**src/rtl/traffic_light_multi_if.sv**
```systemverilog
// traffic_light_multi_if: request inputs and lamp outputs of traffic_light_multi.
// The master side drives flash/ped_req and the slave (controller) drives the lamps.
interface traffic_light_multi_if #(
   parameter int NUM_DIRS = 4
);
   localparam int DIR_W = (NUM_DIRS > 1) ? $clog2(NUM_DIRS) : 1;

   logic                flash;
   logic [NUM_DIRS-1:0] ped_req;
   logic [NUM_DIRS-1:0] red;
   logic [NUM_DIRS-1:0] yellow;
   logic [NUM_DIRS-1:0] green;
   logic [NUM_DIRS-1:0] walk;
   logic [DIR_W-1:0]    active_dir;

   modport master (output flash, ped_req,
                   input  red, yellow, green, walk, active_dir);
   modport slave  (input  flash, ped_req,
                   output red, yellow, green, walk, active_dir);
endinterface

```
**src/rtl/traffic_light_multi.sv**
```systemverilog
// traffic_light_multi: round-robin signal controller for NUM_DIRS approaches.
// GREEN -> YELLOW -> ALLRED -> GREEN(next dir), with a flashing-yellow mode.
// Optional macro TRAFFIC_PED_EN adds sticky pedestrian latches and walk lamps.
module traffic_light_multi #(
   parameter int          NUM_DIRS      = 4,
   parameter int unsigned GREEN_CYCLES  = 160000000,
   parameter int unsigned YELLOW_CYCLES = 48000000,
   parameter int unsigned ALLRED_CYCLES = 16000000,
   parameter int unsigned FLASH_CYCLES  = 8000000,
   parameter int          CNT_W         = 32
) (
   input  logic                 clk,
   input  logic                 rst,
   traffic_light_multi_if.slave tl_s
);
   localparam int DIR_W = (NUM_DIRS > 1) ? $clog2(NUM_DIRS) : 1;
   localparam logic [CNT_W-1:0] T_GREEN  = CNT_W'(GREEN_CYCLES);
   localparam logic [CNT_W-1:0] T_YELLOW = CNT_W'(YELLOW_CYCLES);
   localparam logic [CNT_W-1:0] T_ALLRED = CNT_W'(ALLRED_CYCLES);
   localparam logic [CNT_W-1:0] T_FLASH  = CNT_W'(FLASH_CYCLES);
   localparam logic [DIR_W-1:0] LAST_DIR = DIR_W'(NUM_DIRS - 1);

   typedef enum logic [1:0] {S_GREEN, S_YELLOW, S_ALLRED, S_FLASH} state_t;

   state_t              state_q, state_d;
   logic [CNT_W-1:0]    tmr_q, tmr_d;     // cycles left in state, 1 = final cycle
   logic [DIR_W-1:0]    dir_q, dir_d;
   logic                zero_q, zero_d;   // next green restarts at dir 0 (after FLASH)
   logic                fon_q, fon_d;     // flashing yellow currently lit
   logic [NUM_DIRS-1:0] red_q, yellow_q, green_q;
   logic [NUM_DIRS-1:0] red_d, yellow_d, green_d, onehot_d;
   logic                last;

   assign last = (tmr_q == CNT_W'(1));

   // Next-state, timer and direction decision
   always_comb begin
      state_d = state_q;
      tmr_d   = tmr_q - 1'b1;
      dir_d   = dir_q;
      zero_d  = zero_q;
      fon_d   = fon_q;
      case (state_q)
         S_GREEN: begin
            // flash truncates green immediately
            if (tl_s.flash || last) begin
               state_d = S_YELLOW;
               tmr_d   = T_YELLOW;
            end
         end
         S_YELLOW: begin
            if (last) begin
               state_d = S_ALLRED;
               tmr_d   = T_ALLRED;
            end
         end
         S_ALLRED: begin
            if (last) begin
               if (tl_s.flash) begin
                  state_d = S_FLASH;
                  tmr_d   = T_FLASH;
                  fon_d   = 1'b1;
               end else begin
                  state_d = S_GREEN;
                  tmr_d   = T_GREEN;
                  dir_d   = (zero_q || dir_q == LAST_DIR) ? '0 : dir_q + 1'b1;
                  zero_d  = 1'b0;
               end
            end
         end
         default: begin
            if (!tl_s.flash) begin
               state_d = S_ALLRED;
               tmr_d   = T_ALLRED;
               zero_d  = 1'b1;
               fon_d   = 1'b0;
            end else if (last) begin
               fon_d = ~fon_q;
               tmr_d = T_FLASH;
            end
         end
      endcase
   end

   // Lamp pattern for the upcoming state, registered below
   always_comb begin
      onehot_d = NUM_DIRS'(1) << dir_d;
      red_d    = '1;
      yellow_d = '0;
      green_d  = '0;
      case (state_d)
         S_GREEN: begin
            green_d = onehot_d;
            red_d   = ~onehot_d;
         end
         S_YELLOW: begin
            yellow_d = onehot_d;
            red_d    = ~onehot_d;
         end
         S_FLASH: begin
            red_d    = '0;
            yellow_d = {NUM_DIRS{fon_d}};
         end
         default: ;
      endcase
   end

   // FSM state and registered lamp outputs
   always_ff @(posedge clk or posedge rst) begin
      if (rst) begin
         state_q  <= S_ALLRED;
         tmr_q    <= T_ALLRED;
         dir_q    <= LAST_DIR;
         zero_q   <= 1'b0;
         fon_q    <= 1'b0;
         red_q    <= '1;
         yellow_q <= '0;
         green_q  <= '0;
      end else begin
         state_q  <= state_d;
         tmr_q    <= tmr_d;
         dir_q    <= dir_d;
         zero_q   <= zero_d;
         fon_q    <= fon_d;
         red_q    <= red_d;
         yellow_q <= yellow_d;
         green_q  <= green_d;
      end
   end

   assign tl_s.red        = red_q;
   assign tl_s.yellow     = yellow_q;
   assign tl_s.green      = green_q;
   assign tl_s.active_dir = dir_q;

`ifdef TRAFFIC_PED_EN
   logic [NUM_DIRS-1:0] ped_q, ped_d, pend, walk_q, walk_d;
   logic                enter_green;

   // a request landing on the entry edge is served by that same green
   assign pend        = ped_q | tl_s.ped_req;
   assign enter_green = (state_q == S_ALLRED) && (state_d == S_GREEN);

   // Latch consumption on green entry; walk held for the whole green
   always_comb begin
      ped_d  = pend;
      walk_d = '0;
      if (enter_green) begin
         walk_d = pend & onehot_d;
         ped_d  = pend & ~onehot_d;
      end else if (state_q == S_GREEN && state_d == S_GREEN) begin
         walk_d = walk_q;
      end
   end

   // Pedestrian latches and walk lamps
   always_ff @(posedge clk or posedge rst) begin
      if (rst) begin
         ped_q  <= '0;
         walk_q <= '0;
      end else begin
         ped_q  <= ped_d;
         walk_q <= walk_d;
      end
   end

   assign tl_s.walk = walk_q;
`else
   logic unused_ped;
   assign unused_ped = ^tl_s.ped_req;
   assign tl_s.walk  = '0;
`endif
endmodule

```
**src/flat_wrapper.sv**
```systemverilog
// flat-port wrapper written by rule: the top's interface ports become plain ports
module traffic_light_multi_flat 
#(
   parameter int          NUM_DIRS      = 4,
   parameter int unsigned GREEN_CYCLES  = 160000000,
   parameter int unsigned YELLOW_CYCLES = 48000000,
   parameter int unsigned ALLRED_CYCLES = 16000000,
   parameter int unsigned FLASH_CYCLES  = 8000000,
   parameter int          CNT_W         = 32
)
  (clk, rst, tl_s_flash, tl_s_ped_req, tl_s_red, tl_s_yellow, tl_s_green, tl_s_walk, tl_s_active_dir);
  traffic_light_multi_if #(.NUM_DIRS(NUM_DIRS)) tl_s_i ();
  input  logic clk;
  input  logic rst;
  input wire logic [$bits(tl_s_i.flash)-1:0] tl_s_flash;
  input wire logic [$bits(tl_s_i.ped_req)-1:0] tl_s_ped_req;
  output wire logic [$bits(tl_s_i.red)-1:0] tl_s_red;
  output wire logic [$bits(tl_s_i.yellow)-1:0] tl_s_yellow;
  output wire logic [$bits(tl_s_i.green)-1:0] tl_s_green;
  output wire logic [$bits(tl_s_i.walk)-1:0] tl_s_walk;
  output wire logic [$bits(tl_s_i.active_dir)-1:0] tl_s_active_dir;
  assign tl_s_i.flash = tl_s_flash;
  assign tl_s_i.ped_req = tl_s_ped_req;
  assign tl_s_red = tl_s_i.red;
  assign tl_s_yellow = tl_s_i.yellow;
  assign tl_s_green = tl_s_i.green;
  assign tl_s_walk = tl_s_i.walk;
  assign tl_s_active_dir = tl_s_i.active_dir;
  traffic_light_multi #(.NUM_DIRS(NUM_DIRS), .GREEN_CYCLES(GREEN_CYCLES), .YELLOW_CYCLES(YELLOW_CYCLES), .ALLRED_CYCLES(ALLRED_CYCLES), .FLASH_CYCLES(FLASH_CYCLES), .CNT_W(CNT_W)) u_core (.clk(clk), .rst(rst), .tl_s(tl_s_i));
endmodule
```
**config.mk**
```make
export PLATFORM = sky130hd
export DESIGN_NAME = traffic_light_multi_flat
export DESIGN_NICKNAME = d
export VERILOG_FILES = /design/src/rtl/traffic_light_multi_if.sv /design/src/rtl/traffic_light_multi.sv /design/src/flat_wrapper.sv
export SDC_FILE = /design/constraint.sdc
export NUM_CORES = 1
export LEC_CHECK = 0
export BUFFER_PORTS_ARGS = -buffer_cell sky130_fd_sc_hd__buf_2
export CAP_MARGIN = 30
export CORE_ASPECT_RATIO = 1.5
export CORE_MARGIN = 4
export CORE_UTILIZATION = 60
export DETAILED_ROUTE_END_ITERATION = 10
export PLACE_DENSITY = 0.8
export SYNTH_ARGS = -nofsm -noshare
export SYNTH_HDL_FRONTEND = slang
export SYNTH_SLANG_ARGS = --single-unit
```
**constraint.sdc**
```tcl
create_clock -name clk -period 5.1 [get_ports clk]
set_input_delay 1.02 -clock clk [delete_from_list [all_inputs] [get_ports clk]]
set_output_delay 1.02 -clock clk [all_outputs]
set_load 0.01 [all_outputs]
```
# == After elaboration in Yosys (flattened, before gate mapping) ==
# Cells that the tools add are included.
# word_totals
register_bits,50
latchBits,0
mem_bits_rw,0
rom_bits,0
output_inout_bits,18
wordCells,58
mem_count,0
# classes
n_addsub,2
n_mul,0
n_div,0
n_lt_le_gt_ge,0
n_eq_ne,7
shift,1
mux,29
bitwise_logic,4
n_reduce_logical,7
# ops
operator,count
two-way mux 32 bit,5
case mux 32 bit (3 select lines),1
== test 32 x 1 -> 1 bit (second input constant),1
subtractor 32 x 1 -> 32 bit (second input constant),1
two-way mux 28 bit,1
two-way mux 2 bit,9
case mux 4 bit (2 select lines),2
two-way mux 1 bit,7
== test 2 bit (second input constant),3
case mux 2 bit (3 select lines),1
== test 2 x 1 -> 1 bit (second input constant),2
logical NOT 2 bit,2
two-way mux 4 bit,1
inverter 4 bit,1
case mux 1 bit (2 select lines),2
OR reduction 2 bit,2
left shift 1 x 2 -> 4 bit (first input constant),1
inverter 1 bit,3
AND reduction 3 bit,1
adder 2 x 1 -> 2 bit (second input constant),1
logical OR 1 bit,2
inequality test 2 x 1 -> 1 bit (second input constant),1

# == Longest topological paths before layout ==
# Gate-level depths: netlist (run 1).
# logic_depth
depth_word,9
depth_mapped,9
mapped_depth_nobuf,8

# == Least setup slack after synthesis (run 1) ==
# OpenSTA, ideal clock, no wires.
# synth_timing
kind,register to register
startpoint,reg u_core.tmr_q[16]
endpoint,reg u_core.red_q[2] (netlist: u_core.tl_s.red[2])
setup_time_ns,0.095
t_arrival_ns,2.140
required_time_ns,5.005
slack_ns,2.864
stages_incl_launch_ff,7
path_buffers,0
period_less_slack_ns,2.236
path_cell_list,dfrtp_1 or4_4 nand2b_4 or3b_4 or4_4 nand2_1 a21oi_1
# synth_via
elab_chain_len,7
elab_cells_between_ends,15
cone_classes,eq/ne: 3; shift: 1; mux: 7; bitwise: 1; reduce/logical: 3
# synth_rtl
item,line,source
from (decl),traffic_light_multi.sv:26,"logic [CNT_W-1:0] tmr_q, tmr_d;"
from (signal assigned),traffic_light_multi.sv:121,tmr_q <= tmr_d;
== test 32 x 1 -> 1 bit (*),traffic_light_multi.sv:34,assign last = (tmr_q == CNT_W'(1));
logical OR 1 bit,traffic_light_multi.sv:46,if (tl_s.flash || last) begin
two-way mux 2 bit,traffic_light_multi.sv:46,
case mux 2 bit (3 select lines),traffic_light_multi.sv:43,case (state_q)
== test 2 x 1 -> 1 bit or logical NOT 2 bit (tied branches),traffic_light_multi.sv:91,case (state_d)
OR reduction 2 bit (no source line),n/a,
case mux 4 bit (2 select lines) (*),traffic_light_multi.sv:91,
via u_core.red_d[2],traffic_light_multi.sv:31,"logic [NUM_DIRS-1:0] red_d, yellow_d, green_d, onehot_d;"
to (signal assigned),traffic_light_multi.sv:125,red_q <= red_d;
to (decl),traffic_light_multi.sv:30,"logic [NUM_DIRS-1:0] red_q, yellow_q, green_q;"
# The timed path passes the listed nets; every way through them passes the cells marked *.
# A chain may end at the register's enable or synchronous reset.

# == Worst setup path in the final report (run 1) ==
# layout_timing
startpoint,reg u_core.state_q[1]
endpoint,reg u_core.yellow_q[1] (netlist: u_core.tl_s.yellow[1])
# layout_via
elab_chain_len,4
elab_cells_between_ends,15
cone_classes,eq/ne: 4; shift: 1; mux: 8; reduce/logical: 2
# layout_rtl
item,line,source
from (decl),traffic_light_multi.sv:25,"state_t state_q, state_d;"
from (signal assigned),traffic_light_multi.sv:120,state_q <= state_d;
== test 2 bit (tied with other cells),traffic_light_multi.sv:43,
case mux 2 bit (3 select lines) (tied with other cells),traffic_light_multi.sv:43,
== test 2 bit (tied with other cells),traffic_light_multi.sv:91,
case mux 4 bit (2 select lines) (*),traffic_light_multi.sv:91,
via u_core.yellow_d[1],traffic_light_multi.sv:31,
to (signal assigned),traffic_light_multi.sv:126,yellow_q <= yellow_d;
to (decl),traffic_light_multi.sv:30,
# Marks and branches as above.

==> results of run 1 <==
## worst max-delay path, stage by stage, from the launching register on
cell	delay [ns]
dfstp_2	0.77
inv_1	0.22
nor3_1	0.52
nand4bb_1	0.54
mux2i_1	0.49
nand2_1	0.08
a32o_1	0.21
## cell type report
type | instances | area [µm²]
Fill cell | 370 | 1366
Multi-Input combinational cell | 220 | 1345
Inverter | 7 | 26.28
Clock inverter | 2 | 37.54
Tap cell | 46 | 57.56
Timing Repair Buffer | 18 | 107.6
Sequential cell | 50 | 1269
Clock buffer | 6 | 72.57
## metal layers
metal	routed length [µm]	vias up	track usage (%)
met2	3302	54	39.09
met1	2237	1070	23.41
met4	234	0	14.55
li1	-	1041	-
met5	0	-	0
met3	207	21	4.364
## power breakdown
part	switching [W]	leakage [nW]	total, W	internal, W
clock network	0.000132	0.0514	0.000279	0.000146
logic	0.0000165	0.616	0.0000232	0.00000664
registers	0.00000333	0.602	0.000404	0.000401
## registers in the layout, summed over array words and instances (netlist names)
signal / count
u_core.fon_q: 1
u_core.tmr_q: 32
u_core.zero_q: 1
u_core.tl_s.green: 4
u_core.state_q: 2
u_core.tl_s.red: 4
u_core.tl_s.yellow: 4
u_core.tl_s.active_dir: 2
## cell usage in the layout (no fill, tap or decap), drive strengths merged, types with 2 or more instances in the layout
master  count
or4         5
nor2       38
nor3b       3
dfstp      14
a21boi      2
nor4        9
nor3       11
ha          3
nand4       2
o31ai       4
and3        2
buf        18
clkbuf      6
or3         3
o22ai       4
a21oi      23
a32o        3
conb        4
mux2i       2
inv         7
xor2       13
dfrtp      36
xnor2      14
nand2b      4
nand2      25
o21ai      24
nand3       6
## kinds of logic (layout without fill, tap and decap cells)
kind of cell               after synthesis  count (layout)  share of synthesized area (%)
other                                    1               4                         0.1386
muxes                                    3               3                          1.156
and+or+nand+nor                        115             115                          22.90
DFF                                     50              50                          46.90
xor gates and xnor gates                27              27                          8.742
AOI/OAI and AO/OA                       68              68                          14.99
buffers and inverters                   22              33                          3.793
adders and majority gates                3               3                          1.388
## worst paths after layout
| kind | depth (start not counted) | to |
|---|---|---|
| max | 6 | u_core.tl_s.yellow[1] |
| min | 2 | u_core.tl_s.active_dir[0] |
| max reg2reg | 6 | u_core.tl_s.yellow[1] |
| min reg2reg | 2 | u_core.tl_s.active_dir[0] |
| max in group asynchronous | 3 | u_core.tmr_q[10] |
| min in group asynchronous | 2 | u_core.tl_s.yellow[0] |
## stage by stage
| step | power, W | hold slack, ns |
|---|---|---|
| 2_1_floorplan | 0.0004291 | 0.4717 |
| 3_3_place_gp | 0.0004321 | 0.5202 |
| 3_5_place_dp | 0.0004349 | 0.5289 |
| 4_1_cts | 0.0007101 | 0.5425 |
| 5_1_grt | 0.0007307 | 0.5734 |
| 6_report | 0.0007062 | 0.5420 |
==> metrics.yaml, run 1 <==
placed_design:
  dp_hpwl_mm: 4.250
  post_dp_cell_area_mm2: 0.002805
  gp_congestion: 0.8668
  numPortBuffers: 16
  dp_slack_ns: 2.059
  place_inst: 341
cts:
  clockBufferDepth: 2
  clock_latency_ns: 0.30
  cts-root-buf: "clkbuf_8"
  cts_tree: "built"
  cts_inserted_buffers: 5
  postCtsSetupRepairBufs: 0
  htreeDepth: 2
  cts_sinks: 50
  cts_hold_buf: 0
  cts-resized-gates: 0
  clkTransAtPathRegs_ns: 0.09
logic_synthesis:
  synth_area_mm2: 0.002705
  yosys-top-cells-area: "dfrtp_1 (33%), dfstp_2 (14%), nor2_1 (5.3%)"
  syn-instance-count: 289
  synth_seq_cells: 50
  yosysWarnings: 0
  synthDominantCellAreaShare_pct: 33.30
  synth.most_common_cell: "nor2_1"
  synth_commonest_cells: "nor2_1 (38), dfrtp_1 (36), nand2_1 (25), o21ai_0 (23), a21oi_1 (22)"
  synth.distinct_cells: 53
  synth_seq_area_share_pct: 46.90
  synth_edf_count: 0
  yosysTopAreaCell: "dfrtp_1"
  synthArstFlopShare_pct: 100.0
  ys.flop_type: "dfrtp_1"
  avgSynthCellArea_um2: 9.360
sta:
  period_needed_ns: 2.939
  final_hold_viol_count: 0
  fin_setup_tns_ns: 0
  fin_crit_sh_pct: 57.63
  layout_setup_ws_ns: 2.161
  rsz0062_at_grt: "false"
  maxSlewHeadroom_pct: 39.48
  drv_slew: 0
  tightest_slew_ns: 0.9038
  setup_viol: 0
  fmax_ghz: 0.3402
  finalClockSkew_ns: 0.006114
run:
  cap_violations: 0
die:
  die_h_um: 90.24
  num_io_pins: 25
  coreArea_mm2: 0.004282
  rows: 29
  start_util_pct: 63.18
  die_width_um: 62.83
  fp.dieArea_mm2: 0.005669
grt:
  grt_pass1_vias: 2203
  grt_max_degree: 34
  grt_antenna_before_repair: 0
  grt_overflow: 0
  grt_pass1_wl_mm: 9.970
  grt_usage_pct: 22.12
worst_hold_path:
  hold_path_class: "flip-flop to flip-flop"
  hp-start: "u_core.tl_s.active_dir[0]"
detailed_routing:
  wl_per_cell_um: 17.14
  drcViolationCount: 0
  viasPerCell: 6.264
  vias: 2186
  drtAntennaViolNets: 0
  drt-total-wl_mm: 5.982
  first_pass_iters: 4
  drtIter0Drc: 85
setup_path:
  startpoint_type: "flip-flop"
  cp-startpoint: "u_core.state_q[1]"
  crit_required_ns: 5.30
  arrival_ns: 3.14
  crit_type: "flip-flop to flip-flop"
  crit-reg2reg-launch: "u_core.state_q[1]"
  reg2reg_setup_slack_ns: 2.16
  path_max_fanout: 21
  end_kind: "flip-flop"
cells_and_area:
  design_area_mm2: 0.002915
  drive_gt1_share_pct: 17.16
  stdcell_count: 349
  antenna_cells: 0
  syn_to_final_growth_pct: 7.771
  final_util_pct: 68.09
  layout.nets: 312
pwr:
  leakagePower_nw: 1.270
  ir_drop_mv: 0.1606
  p_per_area_mw_per_mm2: 242.2
outcome:
  status: "finished, final reports clean"
(Power assumes the default switching activity.)
==> run 2, diff against run 1 <==
CORE_UTILIZATION = 59   (was 60)
PLACE_DENSITY = 0.79   (was 0.8)
clock period = 3.07 ns   (was 5.1 ns; I/O delays follow)
==> run 2 against run 1 <==
  * Maximum frequency increased by 12%
  * First-iteration DRC count increased by 32%
  * Die area rose by 1.5%
  * Clock power increased by 65%
  * Sequential power grew 66%
  * Design area increased by 2.1%
  * Critical endpoint is now u_core.tl_s.yellow[0]
  * Highest routed layer unchanged
==> metrics.yaml, run 2 (synthesis gave the netlist of run 1 again) <==
sta:
  setup_viol: 0  # unchanged
  maxSlewHeadroom_pct: 61.36  # was 39.48%
  layout_setup_ws_ns: 0.4572  # was 2.161 ns
  fin_crit_sh_pct: 85.11  # was 57.63%
  fmax_ghz: 0.3827  # was 0.3402 GHz
  period_needed_ns: 2.613  # was 2.939 ns
  rsz0062_at_grt: "false"  # unchanged
  drv_slew: 0  # unchanged
  tightest_slew_ns: 0.5744  # was 0.9038 ns
  finalClockSkew_ns: 0.003438  # was 0.006114 ns
  fin_setup_tns_ns: 0  # unchanged
  final_hold_viol_count: 0  # unchanged
cells_and_area:
  largest_reg_flops: 32  # unchanged
  layout.nets: 320  # was 312
  layout.area.seq_mm2: 0.001269  # unchanged
  syn_to_final_growth_pct: 9.991  # was 7.771%
  design_area_mm2: 0.002975  # was 0.002915 mm²
  stdcell_count: 357  # was 349
  fill_cells: 349  # was 370
  regMostFlops: "u_core.tmr_q"  # unchanged
  antenna_cells: 0  # unchanged
  drive_gt1_share_pct: 19.29  # was 17.16%
  multi_input_area_mm2: 0.001345  # unchanged
  final_cell_mix: "nor2_1 (38), dfrtp_1 (36), nand2_1 (25)"  # unchanged
  mostFrequentLayoutCell: "nor2_1"  # unchanged
detailed_routing:
  drtAntennaViolNets: 0  # unchanged
  viasPerCell: 6.207  # was 6.264
  first_pass_iters: 4  # unchanged
  drcViolationCount: 0  # unchanged
  vias: 2216  # was 2,186
  drtIter0Drc: 112  # was 85
  wl_per_cell_um: 17.11  # was 17.14 µm
  drt-total-wl_mm: 6.110  # was 5.982 mm
pwr:
  leakagePower_nw: 1.309  # was 1.270 nW
  p_per_area_mw_per_mm2: 394.4  # was 242.2 mW/mm²
  total_power_w: 0.001174  # was 0.0007062 W
  ir_drop_mv: 0.2962  # was 0.1606 mV
setup_path:
  crit_chain: "nor4_4 -> nand4_2 -> or3b_4 -> or3_1 -> nand3_1 -> a2bb2oi_1"  # was inv_1 -> nor3_1 -> nand4bb_1 -> mux2i_1 -> nand2_1 -> a32o_1
  arrival_ns: 2.84  # was 3.14 ns
  critPathMaxStageDelay_ns: 0.60  # was 0.77 ns
  critPathTopFamily: "simple AND/OR/NAND/NOR gates"  # unchanged
  end_kind: "flip-flop"  # unchanged
  path_max_fanout: 23  # was 21
  crit_type: "flip-flop to flip-flop"  # unchanged
  crit_path_top_delay_cell: "or3b_4"  # was dfstp_2
  startpoint_type: "flip-flop"  # unchanged
  crit_buf_inv: 0  # was 1
  crit_required_ns: 3.30  # was 5.30 ns
die:
  start_util_pct: 62.65  # was 63.18%
  coreArea_mm2: 0.004318  # was 0.004282 mm²
  rows: 29  # unchanged
  die_width_um: 63.29  # was 62.83 µm
  fp.dieArea_mm2: 0.005755  # was 0.005669 mm²
  die_h_um: 90.93  # was 90.24 µm
  num_io_pins: 25  # unchanged
grt:
  grt_usage_pct: 22.96  # was 22.12%
  grt_pass1_wl_mm: 10.47  # was 9.970 mm
  grt_antenna_before_repair: 0  # unchanged
  grt_pass1_vias: 2300  # was 2,203
  grt_overflow: 0  # unchanged
  grt_max_degree: 37  # was 34
placed_design:
  dp_slack_ns: 0.4940  # was 2.059 ns
  post_dp_cell_area_mm2: 0.002865  # was 0.002805 mm²
  numPortBuffers: 16  # unchanged
  place_inst: 349  # was 341
  dp_hpwl_mm: 4.461  # was 4.250 mm
  gp_congestion: 0.8830  # was 0.8668
cts:
  cts-resized-gates: 0  # unchanged
  cts_inserted_buffers: 5  # unchanged
  clock_latency_ns: 0.30  # about the same
  cts_hold_buf: 0  # unchanged
  postCtsSetupRepairBufs: 0  # unchanged
  clockBufferDepth: 2  # unchanged
  cts_tree: "built"  # unchanged
  htreeDepth: 2  # unchanged
  clkTransAtPathRegs_ns: 0.09  # about the same
  cts_sinks: 50  # unchanged
  cts-root-buf: "clkbuf_8"  # unchanged
worst_hold_path:
  hold_path_class: "input pin to asynchronous set/reset pin"  # was flip-flop to flip-flop
run:
  cap_violations: 0  # unchanged
outcome:
  status: "finished, final reports clean"  # unchanged
## run 2: path summary, 6_finish.rpt
kind	start	end	slack [ns]	cells past startpoint
max reg2reg	u_core.tmr_q[4]	u_core.tl_s.yellow[0]	0.46	6
min in group clk	u_core.tmr_q[0]	u_core.tmr_q[0]	0.55	1
max in group asynchronous	rst	u_core.tmr_q[13]	2.25	3
min reg2reg	u_core.tmr_q[0]	u_core.tmr_q[0]	0.55	1
min	rst	u_core.tl_s.green[0]	0.26	2
max	u_core.tmr_q[4]	u_core.tl_s.yellow[0]	0.46	6
## run 2: where the power goes
| group | total [W] | switching (W) | internal (W) |
|---|---|---|---|
| clock | 0.000461 | 0.000218 | 0.000243 |
| combinational | 0.0000407 | 0.0000283 | 0.0000124 |
| sequential | 0.000672 | 0.00000578 | 0.000666 |
| total | 0.00117 | 0.000252 | 0.000922 |
## run 2: layout make-up
| type | instances | share of cell area, % |
|---|---|---|
| clock buffers | 6 | 2.439 |
| clock inverters | 2 | 1.262 |
| inverters | 7 | 0.8831 |
| multi-input cells | 220 | 45.21 |
| flip-flops and latches | 50 | 42.64 |
| well taps | 46 | 1.934 |
| repair buffers | 26 | 5.635 |
## run 2: routing by layer
layer / share of wire [%] / GRT usage [%] / wire [µm] / up-vias
li1: - / - / - / 1056
met1: 38 / 24.90 / 2311 / 1083
met2: 55 / 42.03 / 3379 / 55
met3: 2.9 / 3.951 / 176 / 22
met4: 4.0 / 12.07 / 243 / 0
met5: 0 / 0 / 0 / -
## run 2: per-stage QoR
| stage | hold WS (ns) | utilization, % |
|---|---|---|
| after floorplan | 0.4717 | - |
| after detailed placement | 0.5253 | 66.36 |
| final | 0.2582 | 68.91 |
| after global placement | 0.5208 | 65.89 |
| after CTS | 0.2555 | 68.91 |
| after global routing | 0.2484 | 68.91 |
